`src/rtl/div_pkg.sv`:
```
// Shared types and defaults for the serial restoring divider.
package div_pkg;

    localparam int DEFAULT_WIDTH = 32;

    typedef enum logic [1:0] {
        IDLE = 2'd0,
        CALC = 2'd1,
        DONE = 2'd2
    } state_t;

endpackage

```
`src/rtl/div_step.sv`:
```
// One restoring-division step: trial-subtract the divisor from the shifted
// partial remainder and keep the difference when it does not go negative.
module div_step #(
    parameter int W = 32
) (
    input  logic [W:0]   part_rem,
    input  logic [W-1:0] divisor,
    output logic [W-1:0] next_rem,
    output logic         q_bit
);

    logic [W:0] diff;

    // The running remainder is always below the divisor, so part_rem < 2*divisor
    // and the top difference bit alone tells whether the subtraction borrowed.
    always_comb begin
        diff     = part_rem - {1'b0, divisor};
        q_bit    = ~diff[W];
        next_rem = q_bit ? diff[W-1:0] : part_rem[W-1:0];
    end

endmodule

```
`src/rtl/div.sv`:
```
// Serial restoring radix-2 divider: 2W-bit dividend / W-bit divisor,
// one quotient bit per cycle, with overflow and divide-by-zero detection.
module div
    import div_pkg::*;
#(
    parameter int DATA_WIDTH = DEFAULT_WIDTH
) (
    input  logic                    clk,
    input  logic                    rst_n,
    input  logic                    i_valid,
    output logic                    i_ready,
    input  logic [2*DATA_WIDTH-1:0] i_a,
    input  logic [DATA_WIDTH-1:0]   i_b,
    output logic                    o_valid,
    output logic [DATA_WIDTH-1:0]   o_q,
    output logic [DATA_WIDTH-1:0]   o_r,
    output logic                    o_err
);

    localparam int W  = DATA_WIDTH;
    localparam int CW = $clog2(W + 1);

    state_t state, next_state;

    logic [W-1:0]  rem;
    logic [W-1:0]  quo;
    logic [W-1:0]  dvsr;
    logic [CW-1:0] count;

    logic [W-1:0]  q_res;
    logic [W-1:0]  r_res;
    logic          err_res;

    logic          accept;
    logic          op_err;
    logic          last_iter;
    logic [W-1:0]  step_rem;
    logic          step_bit;

    assign accept    = i_valid & i_ready;
    // A quotient fits in W bits only if the upper dividend half is below the divisor.
    assign op_err    = (i_a[2*W-1:W] >= i_b);
    assign last_iter = (count == CW'(W - 1));

    div_step #(
        .W(W)
    ) u_step (
        .part_rem({rem, quo[W-1]}),
        .divisor (dvsr),
        .next_rem(step_rem),
        .q_bit   (step_bit)
    );

    always_ff @(posedge clk or negedge rst_n) begin
        if (!rst_n) begin
            state <= IDLE;
        end else begin
            state <= next_state;
        end
    end

    always_comb begin
        next_state = state;
        case (state)
            IDLE: begin
                if (accept) next_state = op_err ? DONE : CALC;
            end
            CALC: begin
                if (last_iter) next_state = DONE;
            end
            DONE: begin
                if (accept) next_state = op_err ? DONE : CALC;
                else        next_state = IDLE;
            end
            default: next_state = IDLE;
        endcase
    end

    always_comb begin
        i_ready = (state != CALC);
        o_valid = (state == DONE);
    end

    // Result registers only change on the edge entering DONE, so the outputs
    // never show partial quotients.
    always_ff @(posedge clk or negedge rst_n) begin
        if (!rst_n) begin
            rem     <= '0;
            quo     <= '0;
            dvsr    <= '0;
            count   <= '0;
            q_res   <= '0;
            r_res   <= '0;
            err_res <= 1'b0;
        end else if (accept) begin
            rem   <= i_a[2*W-1:W];
            quo   <= i_a[W-1:0];
            dvsr  <= i_b;
            count <= '0;
            if (op_err) begin
                q_res   <= '1;
                r_res   <= '0;
                err_res <= 1'b1;
            end
        end else if (state == CALC) begin
            rem   <= step_rem;
            quo   <= {quo[W-2:0], step_bit};
            count <= count + CW'(1);
            if (last_iter) begin
                q_res   <= {quo[W-2:0], step_bit};
                r_res   <= step_rem;
                err_res <= 1'b0;
            end
        end
    end

    assign o_q   = q_res;
    assign o_r   = r_res;
    assign o_err = err_res;

endmodule

```
`config.mk`:
```
export PLATFORM = sky130hd
export DESIGN_NAME = div
export DESIGN_NICKNAME = d
export VERILOG_FILES = /design/src/rtl/div_pkg.sv /design/src/rtl/div_step.sv /design/src/rtl/div.sv
export SDC_FILE = /design/constraint.sdc
export NUM_CORES = 1
export LEC_CHECK = 0
export CAP_MARGIN = 5
export CORE_MARGIN = 1.5
export CORE_UTILIZATION = 50
export DETAILED_ROUTE_END_ITERATION = 12
export PLACE_DENSITY = 0.75
export SETUP_SLACK_MARGIN = 0.05
export SLEW_MARGIN = 30
export SYNTH_ARGS = -nofsm -noshare
export SYNTH_HDL_FRONTEND = slang
export SYNTH_HIERARCHICAL = 1
export SYNTH_SLANG_ARGS = --single-unit
export TNS_END_PERCENT = 30
```
`constraint.sdc`:
```
create_clock -name clk -period 4.6 [get_ports clk]
set_input_delay 0.92 -clock clk [delete_from_list [all_inputs] [get_ports clk]]
set_output_delay 0.92 -clock clk [all_outputs]
set_load 0.1 [all_outputs]
```
# [Word level (Yosys, flattened, before mapping)]
# Cells that the tools add are included.
[op_classes] magnitude_cmp=1 n_eq_ne=7 n_addsub=2 n_reduce_logical=5 bitwise=2 muxes=24
[op_table] cell="32-bit 2-to-1 mux" n=13
[op_table] cell="33-bit by 32-bit subtractor with 33-bit output" n=1
[op_table] cell="32-bit >= comparator" n=1
[op_table] cell="6-bit 2-to-1 mux" n=2
[op_table] cell="2-bit 2-to-1 mux" n=4
[op_table] cell="6-bit by 1-bit adder with 6-bit output (second input constant)" n=1
[op_table] cell="6-bit by 5-bit == test with 1-bit output (second input constant)" n=1
[op_table] cell="2-bit one-hot mux with 3 select lines" n=1
[op_table] cell="1-bit 2-to-1 mux" n=4
[op_table] cell="2-bit by 1-bit inequality test with 1-bit output (second input constant)" n=2
[op_table] cell="2-bit inequality test (second input constant)" n=2
[op_table] cell="2-bit nonzero test" n=2
[op_table] cell="3-bit AND reduction" n=1
[op_table] cell="2-bit by 1-bit == test with 1-bit output (second input constant)" n=1
[op_table] cell="2-bit == test (second input constant)" n=1
[op_table] cell="2-bit zero test" n=1
[op_table] cell="2-bit AND reduction" n=1
[op_table] cell="1-bit AND" n=1
[op_table] cell="1-bit inverter" n=1
[word_totals] reg_bits=169 word_cells=49 in_bits=99

# [Depth between registers and ports, before layout]
[logic_depth] depth_word=5 ltp_mapped=17

# [Hierarchy]
# The synthesis kept the hierarchy.
[modules_own_cells] module="div" seq_area_each_um2=4229.1 cells_per_inst=911 area_per_inst_um2=8557.0 n_inst=1
[modules_own_cells] module="div_step" seq_area_each_um2=0.0 cells_per_inst=309 area_per_inst_um2=2317.2 n_inst=1

# [Worst setup path after synthesis]
# Ideal clock, no wire load.
[synth_timing] kind="reg-to-reg" startpoint="reg quo[31]" endpoint="reg rem[22]" path_buffers=2 t_arrival_ns=3.189 path_slack_ns=1.224 stages_incl_launch_ff=18 t_required_ns=4.413 synth_period_minus_slack_ns=3.376 cell_sequence="dfrtp_1 -> inv_1 -> ha_1 -> fa_1 -> and2b_1 -> o2111ai_2 -> a21oi_2 -> o211ai_2 -> a211oi_4 -> nor2_4 -> mux2i_4 -> and2_4 -> buf_12 -> inv_8 -> buf_12 -> mux2_4 -> nor2_1 -> a21oi_1"
[synth_between] elab_chain_len=4
[synth_rtl] element="from (decl)" line="div.sv:26" text="logic [W-1:0] quo;"
[synth_rtl] element="from (signal assigned)" line="div.sv:97" text="quo <= i_a[W-1:0];"
[synth_rtl] element="from (signal assigned)" line="div.sv:107" text="quo <= {quo[W-2:0], step_bit};"
[synth_rtl] element="33-bit by 32-bit subtractor with 33-bit output" line="div_step.sv:17" text="diff = part_rem - {1'b0, divisor};"
[synth_rtl] element="32-bit 2-to-1 mux" line="div_step.sv:19" text="next_rem = q_bit ? diff[W-1:0] : part_rem[W-1:0];"
[synth_rtl] element="named net step_rem[22]" line="div.sv:37" text="logic [W-1:0] step_rem;"
[synth_rtl] element="32-bit 2-to-1 mux" line="div.sv:105" text="end else if (state == CALC) begin"
[synth_rtl] element="32-bit 2-to-1 mux" line="div.sv:95" text="end else if (accept) begin"
[synth_rtl] element="to (signal assigned)" line="div.sv:96" text="rem <= i_a[2*W-1:W];"
[synth_rtl] element="to (signal assigned)" line="div.sv:106" text="rem <= step_rem;"
[synth_rtl] element="to (decl)" line="div.sv:25" text="logic [W-1:0] rem;"
# The timed path passes the listed nets, and every way through them passes these cells. The select of a mux whose other input is x is not followed.
# A chain may end at the register's enable or synchronous reset.

# [Worst setup path after layout]
[layout_timing] startpoint="reg quo[31]" endpoint="reg r_res[22], in the netlist o_r[22]"
[layout_between] elab_chain_len=5
[layout_rtl] element="33-bit by 32-bit subtractor with 33-bit output" line="div_step.sv:17"
[layout_rtl] element="32-bit 2-to-1 mux" line="div_step.sv:19"
[layout_rtl] element="named net step_rem[22]" line="div.sv:37"
[layout_rtl] element="32-bit 2-to-1 mux" line="div.sv:109" text="if (last_iter) begin"
[layout_rtl] element="32-bit 2-to-1 mux" line="div.sv:105"
[layout_rtl] element="32-bit 2-to-1 mux" line="div.sv:95"
[layout_rtl] element="to (signal assigned)" line="div.sv:111" text="r_res <= step_rem;"
[layout_rtl] element="to (decl)" line="div.sv:31" text="logic [W-1:0] r_res;"
# The timed path passes the listed nets, and every way through them passes these cells. The select of a mux whose other input is x is not followed.

==> impl_metrics.prom <==
# TYPE chip_impl_metric gauge
chip_impl_info{name="cts_tree",value="yes"} 1
chip_impl_info{name="layout.cells.most_common",value="sky130_fd_sc_hd__a21oi_1"} 1
chip_impl_metric{name="place.detailed.hpwl",unit="um"} 20600
chip_impl_metric{name="ys_warn_count",unit=""} 6
chip_impl_metric{name="crit_arrival",unit="ns"} 4.16
chip_impl_metric{name="synth.mux.area_fraction",unit=""} 0.0923
chip_impl_metric{name="slew_viol_final",unit=""} 0
chip_impl_info{name="cp-end-kind",value="register"} 1
chip_impl_metric{name="num-nets-final",unit=""} 1499
chip_impl_metric{name="layout.filler_cells",unit=""} 1755
chip_impl_metric{name="synth_sequential_area_ratio",unit=""} 0.389
chip_impl_metric{name="tightest_slew",unit="ns"} 1.05
chip_impl_metric{name="diodes",unit=""} 0
chip_impl_metric{name="synthDistinctLibCells",unit=""} 72
chip_impl_metric{name="first_pass_detailed_route_iteration_total",unit=""} 6
chip_impl_metric{name="wire_per_inst",unit="um"} 18.3
chip_impl_metric{name="die_area",unit="um2"} 22600
chip_impl_metric{name="achievable-frequency",unit="GHz"} 0.259
chip_impl_metric{name="gp_routability_congestion",unit=""} 0.957
chip_impl_metric{name="antenna_found_initial",unit=""} 0
chip_impl_metric{name="placed_area",unit="um2"} 12600
chip_impl_metric{name="synth_simple_gate_area_share",unit=""} 0.166
chip_impl_metric{name="cts_max_level",unit=""} 4
chip_impl_metric{name="fin_worst_skew",unit="ns"} 0.0162
chip_impl_metric{name="final_period_minus_worst_setup_slack",unit="ns"} 3.86
chip_impl_info{name="most-common-layout-cells",value="sky130_fd_sc_hd__a21oi_1 (173), sky130_fd_sc_hd__dfrtp_1 (169), sky130_fd_sc_hd__clkdlybuf4s50_1 (159)"} 1
chip_impl_info{name="synth_top_family_by_area",value="compound AO/OA/AOI/OAI gates"} 1
chip_impl_metric{name="final.period_utilization",unit=""} 0.839
chip_impl_info{name="hold_class",value="reg2reg"} 1
chip_impl_metric{name="cts_made_buffers",unit=""} 17
chip_impl_metric{name="route.final.wire_length",unit="um"} 29700
chip_impl_metric{name="syn_to_final_growth",unit="%"} 21.5
chip_impl_info{name="grt_setup_unrepaired",value="no"} 1
chip_impl_metric{name="final_design_area_no_fill",unit="um2"} 13200
chip_impl_metric{name="drive_above_1_share",unit=""} 0.0757
chip_impl_metric{name="slew_headroom",unit=""} 0.295
chip_impl_info{name="worst_setup_path_start_kind",value="register"} 1
chip_impl_metric{name="cts-hold-fix-buffers",unit=""} 0
chip_impl_info{name="criticalPathCategory",value="reg2reg"} 1
chip_impl_metric{name="critical_path_peak_fanout",unit=""} 25
chip_impl_info{name="status",value="complete, no violations"} 1
chip_impl_metric{name="finalHoldViolations",unit=""} 0
chip_impl_metric{name="setup_total_negative_slack",unit="ns"} 0
chip_impl_metric{name="vias_per_cell",unit=""} 5.93
chip_impl_metric{name="clock_sinks",unit=""} 169
chip_impl_metric{name="port_buffers",unit=""} 165
chip_impl_info{name="synth_flop_cell",value="sky130_fd_sc_hd__dfrtp_1"} 1
chip_impl_metric{name="required",unit="ns"} 4.90
chip_impl_metric{name="i_o_pin_total",unit=""} 166
chip_impl_metric{name="grt_first_pass_wirelength",unit="um"} 47300
chip_impl_metric{name="synthAdderAreaFrac",unit=""} 0.0766
chip_impl_metric{name="syn-mean-instance-area",unit="um2"} 8.91
chip_impl_metric{name="clock_insertion_delay_worst_skew",unit="ns"} 0.45
chip_impl_metric{name="final_antenna_net_count",unit=""} 0
chip_impl_metric{name="drt-initial-drc-count",unit=""} 830
chip_impl_metric{name="count_of_mapped_cells_out_of_synthesis",unit=""} 1220
chip_impl_metric{name="core-area",unit="um2"} 21200
chip_impl_metric{name="synth_enable_flop_cells",unit=""} 0
chip_impl_metric{name="synth_seq_cells",unit=""} 169
chip_impl_metric{name="fraction_of_synthesis_flops_using_an_asynchronous_set_or_reset_pin",unit=""} 1.00
chip_impl_metric{name="global_route_total_usage_across_every_layer",unit=""} 0.267
chip_impl_metric{name="row_count",unit=""} 53
chip_impl_metric{name="cts.repair.resized",unit=""} 0
chip_impl_metric{name="area_taken_by_flip_flops_and_latches",unit="um2"} 4230
chip_impl_metric{name="fp.dieW",unit="um"} 150
chip_impl_metric{name="via_count_of_the_first_global_routing_pass",unit=""} 9097
chip_impl_metric{name="max_cap_violations",unit=""} 0
chip_impl_metric{name="drt_drc_violations_left",unit=""} 0
chip_impl_metric{name="clk_transition_reported_paths",unit="ns"} 0.08
chip_impl_metric{name="postCtsSetupBuffers",unit=""} 0
chip_impl_metric{name="cts.path.max_buffers",unit=""} 2
chip_impl_metric{name="chipHeight",unit="um"} 150
chip_impl_metric{name="largest_net_degree_at_the_start_of_global_routing",unit=""} 104
chip_impl_metric{name="multi_input_area",unit="um2"} 5960
chip_impl_metric{name="cell_area_after_synthesis",unit="um2"} 10900
chip_impl_info{name="cts.root.buffer_cell",value="sky130_fd_sc_hd__clkbuf_16"} 1
chip_impl_metric{name="synth_area_in_compound_gates",unit=""} 0.188
chip_impl_metric{name="grt_overflow",unit=""} 0
chip_impl_metric{name="syn-num-nets",unit=""} 1385
chip_impl_metric{name="via_count",unit=""} 9612
chip_impl_metric{name="synth_xor_area_frac",unit=""} 0.0209
chip_impl_metric{name="timing.final.setup_violations",unit=""} 0
chip_impl_metric{name="floorplan.initialDensity",unit=""} 0.514
-- metal layers --
metal	vias up	GRT usage	wire length, um	part of all wire
met5	-	0	0	0
met4	0	0.0828	590	0.020
met3	53	0.0579	2030	0.068
met2	332	0.419	13600	0.46
met1	4595	0.369	13400	0.45
li1	4632	-	-	-
-- state kept, by name (all words and copies together) (netlist names) --
register and cells:
quo 32, rem 32, o_r 32, dvsr 32, o_err 1, o_q 32, count 6, state 2
-- worst max-delay path, cell delays in order, from the launching register on --
cell and delay, ns:
sky130_fd_sc_hd__dfrtp_1 0.37, sky130_fd_sc_hd__inv_1 0.05, sky130_fd_sc_hd__ha_1 0.23, sky130_fd_sc_hd__fa_1 0.43, sky130_fd_sc_hd__and2b_1 0.25, sky130_fd_sc_hd__o2111ai_2 0.14, sky130_fd_sc_hd__a21oi_2 0.32, sky130_fd_sc_hd__o211ai_2 0.18
sky130_fd_sc_hd__a211oi_4 0.35, sky130_fd_sc_hd__nor2_4 0.10, sky130_fd_sc_hd__mux2i_4 0.19, sky130_fd_sc_hd__and2_4 0.21, sky130_fd_sc_hd__inv_8 0.23, sky130_fd_sc_hd__mux2_4 0.34, sky130_fd_sc_hd__a21oi_1 0.18, sky130_fd_sc_hd__o21ai_0 0.11
-- layout make-up --
cell class	instances	share of cell area
clock buffers	17	0.0322
clock inverters	15	0.0148
inverters	74	0.0218
multi-input cells	889	0.451
flip-flops and latches	169	0.320
well taps	275	0.0260
repair buffers	183	0.134
-- Yosys cell counts, types with 2 or more instances --
library cell,n,area [um2]
sky130_fd_sc_hd__o21bai_1,2,15.0
sky130_fd_sc_hd__or4b_1,2,20.0
sky130_fd_sc_hd__xor2_1,12,105
sky130_fd_sc_hd__mux2_4,19,285
sky130_fd_sc_hd__o31ai_1,6,45.0
sky130_fd_sc_hd__a21oi_1,173,866
sky130_fd_sc_hd__nor3_1,8,40.0
sky130_fd_sc_hd__and3_1,39,244
sky130_fd_sc_hd__xnor2_1,14,123
sky130_fd_sc_hd__or3_1,34,213
sky130_fd_sc_hd__buf_1,8,30.0
sky130_fd_sc_hd__a21bo_2,2,20.0
sky130_fd_sc_hd__a21boi_0,2,15.0
sky130_fd_sc_hd__a21o_1,13,97.6
sky130_fd_sc_hd__o2111ai_1,4,35.0
sky130_fd_sc_hd__ha_1,65,813
sky130_fd_sc_hd__buf_6,7,78.8
sky130_fd_sc_hd__a31oi_1,4,25.0
sky130_fd_sc_hd__a41o_1,2,20.0
sky130_fd_sc_hd__nand3b_1,2,15.0
sky130_fd_sc_hd__o211ai_1,3,22.5
sky130_fd_sc_hd__mux2_2,4,45.0
sky130_fd_sc_hd__mux2i_1,65,651
sky130_fd_sc_hd__buf_12,3,60.1
sky130_fd_sc_hd__buf_2,11,55.1
sky130_fd_sc_hd__nand2b_1,3,18.8
sky130_fd_sc_hd__clkbuf_1,59,221
sky130_fd_sc_hd__nor4_1,32,200
sky130_fd_sc_hd__a221oi_1,2,17.5
sky130_fd_sc_hd__o21a_1,8,60.1
sky130_fd_sc_hd__inv_1,73,274
sky130_fd_sc_hd__nand2_1,70,263
sky130_fd_sc_hd__nor2_1,76,285
sky130_fd_sc_hd__nor2b_1,4,25.0
sky130_fd_sc_hd__nand4_1,43,269
sky130_fd_sc_hd__nand3_1,16,80.1
sky130_fd_sc_hd__nor3b_1,2,15.0
sky130_fd_sc_hd__o21ai_0,125,626
sky130_fd_sc_hd__a211oi_1,2,15.0
sky130_fd_sc_hd__dfrtp_1,169,4230
-- cells by family after synthesis --
group	after synthesis
multiplexers	89
XOR/XNOR	26
adder cells (fa/ha/maj)	66
buffers and inverters	162
AND/OR/NAND/NOR	345
flip-flops	169
AO/OA/AOI/OAI	363
-- worst paths after layout --
check,start,to,slack [ns],cells after the start
setup / recovery,quo[31]$_DFFE_PN0P_,o_r[22]$_DFFE_PN0P_,0.74,15
hold reg to reg,dvsr[6]$_DFFE_PN0P_,dvsr[6]$_DFFE_PN0P_,0.49,2
max in group asynchronous,rst_n,o_q[29]$_DFFE_PN0P_,3.16,2
min in group asynchronous,rst_n,rem[26]$_DFFE_PN0P_,0.58,1
hold / removal,dvsr[6]$_DFFE_PN0P_,dvsr[6]$_DFFE_PN0P_,0.49,2
setup reg to reg,quo[31]$_DFFE_PN0P_,o_r[22]$_DFFE_PN0P_,0.74,15
-- per-stage QoR --
stage | utilization | hold slack [ns] | setup slack [ns] | instances
after global routing | 0.624 | 0.510 | 0.642 | 1622
after global placement | 0.596 | 0.464 | 0.688 | 1590
final | 0.624 | 0.488 | 0.740 | 1622
after floorplan | - | 0.450 | 1.22 | 1220
after CTS | 0.625 | 0.490 | 0.780 | 1622
after detailed placement | 0.595 | 0.473 | 0.576 | 1590
Power is left out: the tool's default activity adds up to more than one toggle a clock period on the data nets, which glitch-free logic cannot reach.
